===== src/rtl/fp_mul_special_pipe.sv =====
// fp_mul_special_pipe: two-stage special-operand (NaN/zero/inf) resolver for an FP multiplier.
// Optional sticky invalid/sNaN flags are built when FP_MUL_SPECIAL_FLAGS_EN is defined.
module fp_mul_special_pipe #(
  parameter int EXP_W     = 8,
  parameter int MANT_W    = 23,
  parameter bit QNAN_SIGN = 1'b1
) (
  input  logic                        clk,
  input  logic                        rst_n,
  input  logic                        in_valid,
  output logic                        in_ready,
  input  logic [EXP_W+MANT_W:0]       op_a,
  input  logic [EXP_W+MANT_W:0]       op_b,
  output logic                        out_valid,
  input  logic                        out_ready,
  output logic [EXP_W+MANT_W:0]       result,
  output logic                        special,
  output logic [3:0]                  spec_case
`ifdef FP_MUL_SPECIAL_FLAGS_EN
  ,
  input  logic                        flags_clr,
  output logic                        flag_invalid,
  output logic                        flag_snan
`endif
);
  localparam int W = 1 + EXP_W + MANT_W;
  localparam logic [W-1:0] QBIT = {{(EXP_W+1){1'b0}}, 1'b1, {(MANT_W-1){1'b0}}};
  logic w_a_eone, w_a_ezero, w_a_mz, w_b_eone, w_b_ezero, w_b_mz;
  logic w_a_nan, w_a_inf, w_a_zero, w_b_nan, w_b_inf, w_b_zero;
  logic [W-1:0] w_nan_sel;
  logic w_ld1, w_ld2;
  logic r1_v, r1_an, r1_ai, r1_az, r1_bn, r1_bi, r1_bz, r1_s;
  logic [W-1:0] r1_nan;
  logic w_zi_raw, w_zero_any, w_inf_any;
  logic [3:0] w_case;
  logic [W-1:0] w_res;
  logic r2_v, r2_sp;
  logic [3:0] r2_case;
  logic [W-1:0] r2_res;
  assign w_a_eone  = &op_a[W-2:MANT_W];
  assign w_a_ezero = ~|op_a[W-2:MANT_W];
  assign w_a_mz    = ~|op_a[MANT_W-1:0];
  assign w_b_eone  = &op_b[W-2:MANT_W];
  assign w_b_ezero = ~|op_b[W-2:MANT_W];
  assign w_b_mz    = ~|op_b[MANT_W-1:0];
  assign w_a_nan   = w_a_eone & ~w_a_mz;
  assign w_a_inf   = w_a_eone & w_a_mz;
  assign w_a_zero  = w_a_ezero & w_a_mz;
  assign w_b_nan   = w_b_eone & ~w_b_mz;
  assign w_b_inf   = w_b_eone & w_b_mz;
  assign w_b_zero  = w_b_ezero & w_b_mz;
  assign w_nan_sel = w_a_nan ? op_a : op_b;
  // Stage 2 advances when empty or draining; stage 1 when empty or stage 2 takes its content.
  assign w_ld2    = ~r2_v | out_ready;
  assign w_ld1    = ~r1_v | w_ld2;
  assign in_ready = w_ld1;
  // Stage 1: register operand classes, product sign and the raw NaN candidate.
  always_ff @(posedge clk or negedge rst_n) begin
    if (!rst_n) begin
      r1_v   <= 1'b0;
      r1_an  <= 1'b0;
      r1_ai  <= 1'b0;
      r1_az  <= 1'b0;
      r1_bn  <= 1'b0;
      r1_bi  <= 1'b0;
      r1_bz  <= 1'b0;
      r1_s   <= 1'b0;
      r1_nan <= '0;
    end else if (w_ld1) begin
      r1_v <= in_valid;
      if (in_valid) begin
        r1_an  <= w_a_nan;
        r1_ai  <= w_a_inf;
        r1_az  <= w_a_zero;
        r1_bn  <= w_b_nan;
        r1_bi  <= w_b_inf;
        r1_bz  <= w_b_zero;
        r1_s   <= op_a[W-1] ^ op_b[W-1];
        r1_nan <= w_nan_sel;
      end
    end
  end
  // Resolve the case with NaN > 0*inf > zero*num > inf*num priority, keeping spec_case one-hot.
  always_comb begin
    w_zi_raw   = (r1_az & r1_bi) | (r1_ai & r1_bz);
    w_zero_any = r1_az | r1_bz;
    w_inf_any  = r1_ai | r1_bi;
    w_case[3]  = r1_an | r1_bn;
    w_case[2]  = ~w_case[3] & w_zi_raw;
    w_case[1]  = ~w_case[3] & ~w_zi_raw & w_zero_any;
    w_case[0]  = ~w_case[3] & ~w_zi_raw & ~w_zero_any & w_inf_any;
    w_res = w_case[3] ? (r1_nan | QBIT) :
            w_case[2] ? {QNAN_SIGN, {EXP_W{1'b1}}, 1'b1, {(MANT_W-1){1'b0}}} :
            w_case[0] ? {r1_s, {EXP_W{1'b1}}, {MANT_W{1'b0}}} :
                        {r1_s, {(W-1){1'b0}}};
  end
  // Stage 2: register the final result; held while the consumer stalls.
  always_ff @(posedge clk or negedge rst_n) begin
    if (!rst_n) begin
      r2_v    <= 1'b0;
      r2_sp   <= 1'b0;
      r2_case <= 4'd0;
      r2_res  <= '0;
    end else if (w_ld2) begin
      r2_v <= r1_v;
      if (r1_v) begin
        r2_sp   <= |w_case;
        r2_case <= w_case;
        r2_res  <= w_res;
      end
    end
  end
  assign out_valid = r2_v;
  assign result    = r2_res;
  assign special   = r2_sp;
  assign spec_case = r2_case;
`ifdef FP_MUL_SPECIAL_FLAGS_EN
  logic r1_snan, r2_inv, r2_snan, r_flag_inv, r_flag_snan, w_fire;
  assign w_fire = r2_v & out_ready;
  // Carry the "any input was a signalling NaN" bit alongside stage 1.
  always_ff @(posedge clk or negedge rst_n) begin
    if (!rst_n) r1_snan <= 1'b0;
    else if (w_ld1 && in_valid) r1_snan <= (w_a_nan & ~op_a[MANT_W-1]) | (w_b_nan & ~op_b[MANT_W-1]);
  end
  // Invalid covers 0*inf and quieting of a signalling NaN selected as the result.
  always_ff @(posedge clk or negedge rst_n) begin
    if (!rst_n) begin
      r2_inv  <= 1'b0;
      r2_snan <= 1'b0;
    end else if (w_ld2 && r1_v) begin
      r2_inv  <= w_case[2] | (w_case[3] & ~r1_nan[MANT_W-1]);
      r2_snan <= r1_snan;
    end
  end
  // Sticky flags update on output transfers; a set beats a simultaneous clear.
  always_ff @(posedge clk or negedge rst_n) begin
    if (!rst_n) begin
      r_flag_inv  <= 1'b0;
      r_flag_snan <= 1'b0;
    end else begin
      r_flag_inv  <= (w_fire & r2_inv) | (r_flag_inv & ~flags_clr);
      r_flag_snan <= (w_fire & r2_snan) | (r_flag_snan & ~flags_clr);
    end
  end
  assign flag_invalid = r_flag_inv;
  assign flag_snan    = r_flag_snan;
`endif
endmodule


===== config.mk =====
export PLATFORM = sky130hd
export DESIGN_NAME = fp_mul_special_pipe
export DESIGN_NICKNAME = d
export VERILOG_FILES = /design/src/rtl/fp_mul_special_pipe.sv
export SDC_FILE = /design/constraint.sdc
export NUM_CORES = 1
export LEC_CHECK = 0
export ABC_AREA = 1
export BUFFER_PORTS_ARGS = -buffer_cell sky130_fd_sc_hd__buf_4
export CORE_UTILIZATION = 40
export CTS_CLUSTER_DIAMETER = 100
export DETAILED_ROUTE_END_ITERATION = 10
export MAX_ROUTING_LAYER = met4
export PLACE_DENSITY = 0.71
export SLEW_MARGIN = 5
export SYNTH_ARGS = -nofsm -noshare
export SYNTH_HDL_FRONTEND = slang
export SYNTH_SLANG_ARGS = --single-unit
export TNS_END_PERCENT = 10

===== constraint.sdc =====
create_clock -name clk -period 1.4 [get_ports clk]
set_input_delay 0.07 -clock clk [delete_from_list [all_inputs] [get_ports clk]]
set_output_delay 0.07 -clock clk [all_outputs]
set_load 0.05 [all_outputs]

==> results of run 1 <==
layout make-up:
class	count	area, sq um	share of cell area [%]
Clock buffer	11	141	2.79
Clock inverter	5	106	2.10
Inverter	55	206	4.08
Multi-Input combinational cell	273	1520	30.0
Sequential cell	77	1930	38.1
Tap cell	108	135	2.67
Timing Repair Buffer	129	1030	20.3
repair_timing:
item                                    CTS  global route
hold buffers                              5             0
gates resized for setup                   1             9
endpoints found under the hold margin    66             0
pin swaps                                 0             0
endpoints found under the setup margin    8            27
through the flow:
step                power [uW]  hold WS, ps  instances  utilization (%)  worst slack [ps]
global route              5750         23.3        658             57.0              11.6
CTS                       5540         3.53        658             56.6              34.2
finish                    5530         10.1        658             57.0               139
floorplan                 3070         -226        425                -             -2.05
global placement          3470         16.2        637             53.2              72.3
detailed placement        3490         17.0        637             53.2             0.819
routing by layer:
metal  track usage [%]  part of all wire [%]  wire (um)
met1              26.7                    44       4170
met2              33.9                    49       4630
met3              3.62                   4.5        425
met4              8.27                   1.7        159
met5                 -                     0          0
sequential cells by signal, summed over array words and instances (netlist names):
name	cells
out_valid	1
r1_ai	1
r1_an	1
r1_az	1
r1_bi	1
r1_bn	1
r1_bz	1
r1_nan	31
r1_s	1
r1_v	1
result	32
spec_case	4
special	1
layout by cell type (no fill, tap or decap), types with 2 or more instances in the layout:
| master | n |
|---|---|
| buf_4 | 119 |
| nand2_1 | 88 |
| dfrtp_1 | 76 |
| inv_1 | 53 |
| nand3_1 | 46 |
| nor2_1 | 35 |
| a22o_1 | 23 |
| nand2_2 | 16 |
| nand3_2 | 10 |
| clkbuf_8 | 10 |
| nand4_1 | 9 |
| o21ai_0 | 8 |
| a22oi_1 | 7 |
| nor2_2 | 5 |
| nor3_1 | 5 |
| dlygate4sd3_1 | 5 |
| a31oi_1 | 4 |
| bufinv_16 | 3 |
| buf_12 | 3 |
| nand3_4 | 2 |
| inv_2 | 2 |
| nor2_4 | 2 |
| buf_6 | 2 |
how the worst max path moves through the flow:
stage                               start                        to  slack, ps
CTS                     r1_bn$_DFFE_PN0P_    result[30]$_DFFE_PN0P_         30
finish                  r1_ai$_DFFE_PN0P_  spec_case[1]$_DFFE_PN0P_        140
detailed placement  out_valid$_DFFE_PN0P_    result[29]$_DFFE_PN0P_        0.8
global route            r1_ai$_DFFE_PN0P_  spec_case[1]$_DFFE_PN0P_         10
floorplan           out_valid$_DFFE_PN0P_    r1_nan[28]$_DFFE_PN0P_         -2
global placement    out_valid$_DFFE_PN0P_    result[30]$_DFFE_PN0P_         70
power groups by stage:
| stage | Sequential [uW] | Clock (uW) | Combinational (uW) |
|---|---|---|---|
| after floorplan | 2660 | 0 | 403 |
| after global placement | 2550 | 0 | 918 |
| after detailed placement | 2550 | 0 | 936 |
| after CTS | 2510 | 2080 | 952 |
| after global routing | 2530 | 2160 | 1060 |
| final | 2510 | 2060 | 959 |
cells by family (layout without fill, tap and decap cells):
family	Yosys count	after routing	synth area share, %
AND/OR/NAND/NOR	223	223	29.0
AO/OA/AOI/OAI	49	49	9.96
XOR/XNOR	1	1	0.234
flip-flops	77	77	51.5
buffers and inverters	75	200	9.36
cells in the mapped netlist (all sizes together), types with 3 or more instances:
cell type  count
o21ai          9
nor2          42
a22o          23
a22oi          8
clkbuf         3
inv           55
buf           17
nand3         58
dfrtp         77
nor3           5
a31oi          4
nand4         11
nand2        106
tightest hold or removal path, cell delays in order:
cell and delay (ps):
buf_4 90, nor2_1 40, o21ai_0 120
==> metrics.cfg, run 1 <==
[yosys]
synth_nets = 493
synth.area.top_cells = dfrtp_1 51%, nand2_1 9.0%, nand3_1 6.4%
synth_area_sq_um = 3740
yosys_most_used_dff = dfrtp_1
syn_avg_cell_area_sq_um = 8.81
synth_edf_count = 0
synth_cell_type_count = 33
synth-seq-cells = 77
async_reset_ff_share_pct = 100
synth_warnings = 0
synth_top_area_cell = dfrtp_1
yosysSeqAreaShare_pct = 51.5
netlist_instances = 425
synth_top_area_share_pct = 51.5

[hold_path]
hold_class = in2reg
whs_path_depth = 3
holdPathEnd = r1_nan[25]$_DFFE_PN0P_
hold_start = op_b[25]

[final_layout]
area_delta_synth_final_pct = 35.3
layout-drive-gt1-share_pct = 33.5
fillCellCount = 797
fin_area_sq_um = 5060
diodes = 0
nets = 613

[floorplanning]
core_area_sq_um = 8890
dieWidth_um = 98.7
ios = 107
rows = 34
dieArea_sq_um = 9750
fp.dieH_um = 98.7
start_util_pct = 42.1

[power]
pwr-share-clk_pct = 37.2
p_sw_uw = 1510
combPwrFrac_pct = 17.3
leakage_uw = 0.00273
seqPwrFrac_pct = 45.4
ir_drop_uv = 465
p_per_area_nw_per_um2 = 1090
cellInternalPower_uw = 4020
swShare_pct = 27.3

[cts]
clk_latency_ps = 350
cts_root_buf = clkbuf_8
cts_tree = built
h-tree-depth = 3
clkTransAtPathRegs_ps = 80
cts.path.max_buffers = 2
post-cts-setup-buffer-count = 0
cts_num_sinks = 77
cts_buffers = 9

[setup_path]
reg2reg_from = r1_ai$_DFFE_PN0P_
cp.depth = 5
crit_buf_inv = 1
required_ps = 1670
r2r_slack_ps = 140
critPathMaxStageDelay_ps = 400
crit_chain = a22o_1, nor2_4, buf_4, nand2_1, o21ai_0
cp_top_family = compound AO/OA/AOI/OAI gates
r2r-end = spec_case[1]$_DFFE_PN0P_
cp_slowest_cell = dfrtp_1
r2r_cells = 5
critical_path_class = reg2reg
worstPathArrival_ps = 1530
startpoint_type = register
critPathCaptureType = register
crit_fanout = 3

[placement]
place_area_sq_um = 4730
gp_congestion = 0.857
io_buffers = 106
dpl.hpwl_um = 6970

[timing]
fmax_ghz = 0.793
finalCritPeriodShare_pct = 90.1
max_slew_margin_pct = 74.8
setup_viol = 0
slew_viol_final = 0
hold_viol_final = 0
rsz0062_at_grt = no
worst_pin_slew_ps = 377
fin_worst_skew_ps = 10.1
finalSetupTns_ps = 0
post-route-min-period_ps = 1260

[grt]
grt_pass1_vias = 3259
antenna_found_initial = 0
track_usage_pct = 21.1
grt_max_degree = 37
grt-ovfl-total = 0
grt_pass1_wl_um = 15400

[route]
dr_total_vias = 3333
wl_um = 9390
post_drt_via_cell_ratio = 5.07
wl_per_cell_um = 14.3
drt_iter0_drc = 185
ant_nets = 0
dr.pass1.iters = 5
drc = 0

[status]
status = finished, final reports clean

[run]
maxCapViolCount = 0

Power figures use the tool's default switching activity.
==> inputs of run 2 (changes only) <==
--- a/config.mk
+++ b/config.mk
@@ -5,13 +5,12 @@
 export SDC_FILE = /design/constraint.sdc
 export NUM_CORES = 1
 export LEC_CHECK = 0
-export ABC_AREA = 1
 export BUFFER_PORTS_ARGS = -buffer_cell sky130_fd_sc_hd__buf_4
 export CORE_UTILIZATION = 40
 export CTS_CLUSTER_DIAMETER = 100
 export DETAILED_ROUTE_END_ITERATION = 10
 export MAX_ROUTING_LAYER = met4
-export PLACE_DENSITY = 0.71
+export PLACE_DENSITY = 0.72
 export SLEW_MARGIN = 5
 export SYNTH_ARGS = -nofsm -noshare
 export SYNTH_HDL_FRONTEND = slang
==> constraint.sdc (replaced) <==
create_clock -name clk -period 1.4 [get_ports clk]
set_input_delay 0.28 -clock clk [delete_from_list [all_inputs] [get_ports clk]]
set_output_delay 0.28 -clock clk [all_outputs]
set_load 0.05 [all_outputs]
==> metrics.cfg, run 2 <==
[status]
status = finished with violations
failed_checks = setup timing

[cts]
clkTransAtPathRegs_ps = 80
cts_tree = built
cts_root_buf = clkbuf_8
clk_latency_ps = 330
cts_num_sinks = 77
h-tree-depth = 3
cts_buffers = 9
cts.path.max_buffers = 2

[final_layout]
final_common_cell = buf_4
diodes = 0
nets = 576
fin_area_sq_um = 5040
stdcell_count = 618
area_delta_synth_final_pct = 46.3
largest_register_ffs = 32
layout-drive-gt1-share_pct = 40.2
multi_input_area_sq_um = 1510
fillCellCount = 720
regArea_sq_um = 1930
final_cell_mix = 143 x buf_4, 76 x dfrtp_1, 67 x nor2_1, 67 x nand2_1, 41 x nand3_1

[timing]
setup_viol = 27
post-route-min-period_ps = 1520
finalSetupTns_ps = -704
max_slew_margin_pct = 71.8
hold_slack_ps = 173
finalCritPeriodShare_pct = 108
slew_viol_final = 0
hold_viol_final = 0
rsz0062_at_grt = yes
fmax_ghz = 0.659
fin_worst_skew_ps = 7.82
worst_pin_slew_ps = 424
timing.final.ws_setup_ps = -116

[yosys]
synth.area.top_cells = dfrtp_1 56%, nand2_1 7.4%, nor2_1 7.4%
synth-seq-cells = 77
synth_top_area_share_pct = 55.9
synthTopCellsByCount = 77 x dfrtp_1, 68 x nand2_1, 68 x nor2_1
async_reset_ff_share_pct = 100
synth_warnings = 0
synthMostInstantiatedCell = dfrtp_1
netlist_instances = 366
yosys_most_used_dff = dfrtp_1
synth_top_area_cell = dfrtp_1
synth_edf_count = 0
synth_nets = 434
syn_avg_cell_area_sq_um = 9.42
synth_area_sq_um = 3450
yosysSeqAreaShare_pct = 55.9
synth_cell_type_count = 35

[route]
post_drt_via_cell_ratio = 5.36
wl_um = 9670
ant_nets = 0
dr_total_vias = 3313
drt_iter0_drc = 238
drc = 0
dr.pass1.iters = 5
wl_per_cell_um = 15.6

[setup_path]
reg2reg_from = out_valid$_DFFE_PN0P_
crit_fanout = 2
cp_slowest_cell = dfrtp_2
critPathMaxStageDelay_ps = 420
worstPathArrival_ps = 1240
crit_chain = buf_6, nand3b_1, buf_6, buf_8
critPathMostFrequentCell = buf_6
crit_buf_inv = 3
cp_top_family = flip-flops
required_ps = 1120
critPathCaptureType = output pin
r2r_slack_ps = -80
crit_start = out_valid$_DFFE_PN0P_
startpoint_type = register
critical_path_class = reg2out

[power]
pwr-share-clk_pct = 31.3
combPwrFrac_pct = 18.6
p_sw_uw = 1410
swShare_pct = 28.5
p_per_area_nw_per_um2 = 978
cellInternalPower_uw = 3520
ir_drop_uv = 439
seqPwrFrac_pct = 50.1
leakage_uw = 0.00246

[placement]
dp_slack_ps = -398
dpl.hpwl_um = 6660
gp_congestion = 0.838
place_area_sq_um = 4660
io_buffers = 106
dp.cells = 598

[floorplanning]
dieWidth_um = 94.9
ios = 107
core_area_sq_um = 8300
fp.dieH_um = 94.9
start_util_pct = 41.5
rows = 33
dieArea_sq_um = 9000

[hold_path]
hold_class = in2reg
hold_start = in_valid

[grt]
grt_pass1_wl_um = 15100
track_usage_pct = 22.5
grt_max_degree = 78
antenna_found_initial = 0
grt_pass1_vias = 3211
grt-ovfl-total = 0

[run]
maxCapViolCount = 0

## run 2: cell types whose count changed after synthesis, moves of 14 or more
cell / change
a221oi_1: +14
nand2_1: -22
nor2_1: +30
a22o_1: -21
inv_1: -54
nand2_2: -15
## run 2: cells by family after synthesis
group                  Yosys count  share of synthesized area, %
AO/OA/AOI/OAI                   48                          11.9
XOR/XNOR                         1                         0.254
buffers and inverters           26                          3.88
flip-flops                      77                          55.9
multiplexers                     1                         0.290
AND/OR/NAND/NOR                213                          27.8
## run 2: cell type report
| class | instances | share of cell area, % |
|---|---|---|
| flip-flops and latches | 77 | 38.2 |
| repair buffers | 157 | 25.7 |
| well taps | 105 | 2.60 |
| multi-input cells | 263 | 29.8 |
| clock buffers | 11 | 3.00 |
| clock inverters | 5 | 0.670 |
## run 2: per-layer routing
layer	track usage, %	wire, um	up-vias
met3	2.74	511	16
li1	-	-	1567
met5	-	0	-
met2	36.1	4720	128
met1	29.8	4300	1602
met4	7.20	136	0
## run 2: path summary, 6_finish.rpt
path,endpoint,cells past startpoint
max,in_ready,4
min,r1_v$_DFFE_PN0N_,2
max reg2reg,r1_bn$_DFFE_PN0P_,6
min reg2reg,result[8]$_DFFE_PN0P_,2
max in group asynchronous,result[2]$_DFFE_PN0P_,3
min in group asynchronous,spec_case[2]$_DFFE_PN0P_,3
## run 2: power by group through the flow
| stage | Sequential [uW] | Clock (uW) | Combinational, uW |
|---|---|---|---|
| after floorplan | 2590 | 0 | 315 |
| after global placement | 2500 | 0 | 836 |
| after detailed placement | 2510 | 0 | 852 |
| after CTS | 2470 | 1590 | 889 |
| after global routing | 2490 | 1660 | 998 |
| final | 2470 | 1540 | 918 |
## run 2: stage by stage
stage | total power [uW] | utilization, %
floorplan | 2910 | -
global placement | 3340 | 56.2
detailed placement | 3360 | 56.2
CTS | 4940 | 59.9
global route | 5140 | 60.8
finish | 4930 | 60.8
## run 2: timing repair
action	in CTS	in global routing
endpoints found under the hold margin	77	0
cloned	0	1
endpoints found under the setup margin	26	49
setup buffers	1	1
hold buffers	1	0
gates resized for setup	24	9
pin swaps	2	1
==> inputs of run 3 (changes only) <==
--- a/config.mk
+++ b/config.mk
@@ -9,8 +9,9 @@
 export CORE_UTILIZATION = 40
 export CTS_CLUSTER_DIAMETER = 100
 export DETAILED_ROUTE_END_ITERATION = 10
+export GPL_TIMING_DRIVEN = 0
 export MAX_ROUTING_LAYER = met4
-export PLACE_DENSITY = 0.72
+export PLACE_DENSITY = 0.69
 export SLEW_MARGIN = 5
 export SYNTH_ARGS = -nofsm -noshare
 export SYNTH_HDL_FRONTEND = slang
==> metrics.cfg, run 3 (synthesis results as in run 2) <==
[setup_path]
worstPathArrival_ps = 1190
startpoint_type = register
reg2reg_from = out_valid$_DFFE_PN0P_
required_ps = 1120
critPathCaptureType = output pin
critical_path_class = reg2out
r2r_cells = 5
r2r_slack_ps = -30
r2r-end = result[25]$_DFFE_PN0P_
crit_fanout = 4

[placement]
dp.cells = 577
dpl.hpwl_um = 6940
gp_congestion = 0.848
io_buffers = 106

[timing]
worst_pin_slew_ps = 954
finalSetupTns_ps = -239
slew_viol_final = 0
post-route-min-period_ps = 1470
hold_viol_final = 0
setup_viol = 9
finalCritPeriodShare_pct = 105
fmax_ghz = 0.681
fin_worst_skew_ps = 8.81
rsz0062_at_grt = yes
timing.final.ws_setup_ps = -68.4
hold_slack_ps = 90.8
max_slew_margin_pct = 36.4

[floorplanning]
ios = 107
rows = 33
core_area_sq_um = 8300
fp.dieH_um = 94.9
dieArea_sq_um = 9000
dieWidth_um = 94.9
start_util_pct = 41.5

[grt]
grt_pass1_vias = 3173
track_usage_pct = 23.5
grt_max_degree = 78
grt_pass1_wl_um = 15500
grt-ovfl-total = 0
antenna_found_initial = 0

[route]
dr_total_vias = 3195
drc = 0
wl_um = 9570
drt_iter0_drc = 165
post_drt_via_cell_ratio = 5.38
dr.pass1.iters = 5
wl_per_cell_um = 16.1
ant_nets = 0

[power]
ir_drop_uv = 596
p_per_area_nw_per_um2 = 1060
leakage_uw = 0.00230

[final_layout]
multi_input_area_sq_um = 1470
final_common_cell = buf_4
diodes = 0
layout-drive-gt1-share_pct = 35.6
fillCellCount = 770
stdcell_count = 594
regArea_sq_um = 1930
nets = 552
largest_register_ffs = 32
final_cell_mix = 106 x buf_4, 74 x dfrtp_1, 67 x nor2_1, 67 x nand2_1, 40 x nand3_1
area_delta_synth_final_pct = 38.8

[cts]
cts_num_sinks = 77
cts_tree = built
clk_latency_ps = 350
cts_buffers = 9
h-tree-depth = 3
cts_root_buf = clkbuf_8
clkTransAtPathRegs_ps = 80
cts.path.max_buffers = 2

[run]
maxCapViolCount = 0

[status]
status = finished with violations
failed_checks = setup timing

[hold_path]
hold_class = in2async

==> run 3: cell count changes in the layout (fill, tap and decap cells not counted), sizes merged <==
cell,change
buf,-36
bufinv,+1
clkbuf,+15
clkinv,-1
clkinvlp,-1
dlygate4sd3,-1
inv,-1
==> run 3: metal layers <==
metal	up-vias	routed length (um)	track usage (%)
met5	-	0	-
met1	1546	4260	31.6
met2	121	4620	37.2
li1	1520	-	-
met3	8	578	2.74
met4	0	107	7.70
==> run 3: how the worst max path moves through the flow <==
stage                     startpoint                endpoint  cells after the start
3_5_place_dp                 op_a[0]  r1_nan[12]$_DFFE_PN0P_                      7
2_1_floorplan  out_valid$_DFFE_PN0P_  r1_nan[15]$_DFFE_PN0P_                      6
3_3_place_gp                 op_a[0]  r1_nan[16]$_DFFE_PN0P_                      7
6_report       out_valid$_DFFE_PN0P_                in_ready                      2
5_1_grt        out_valid$_DFFE_PN0P_                in_ready                      2
4_1_cts        out_valid$_DFFE_PN0P_                in_ready                      2
==> run 3: area by class of cell <==
class / count / area share, %
flip-flops and latches: 77 / 40.3
multi-input cells: 263 / 30.8
repair buffers: 109 / 17.5
plain buffers: 24 / 4.23
clock buffers: 13 / 3.53
well taps: 105 / 2.74
clock inverters: 3 / 0.889
==> run 3: critical path, stage by stage, from the launching register on <==
cell      delay [ps]
dfrtp_2          420
nand3b_1         190
buf_4            240
==> run 3: stage by stage <==
step	power [uW]	setup slack [ps]	area [sq um]	utilization (%)
2_1_floorplan	2910	-477	3490	-
3_3_place_gp	3280	-616	4420	53.2
3_5_place_dp	3300	-652	4420	53.2
4_1_cts	5080	-34.7	4680	56.4
5_1_grt	5280	-116	4790	57.7
6_report	5070	-68.4	4790	57.7
==> run 3: repair_timing <==
item / 4_1_cts / 5_1_grt
endpoints found under the hold margin: 0 / 0
setup endpoints to repair: 71 / 69
hold buffers: 0 / 0
gates resized for setup: 19 / 25
pin swaps: 3 / 15
setup buffers: 1 / 2
==> run 3: power by group <==
group,internal (uW),switching (uW)
combinational,340,496
clock,969,802
sequential,2380,86.6
total,3690,1380
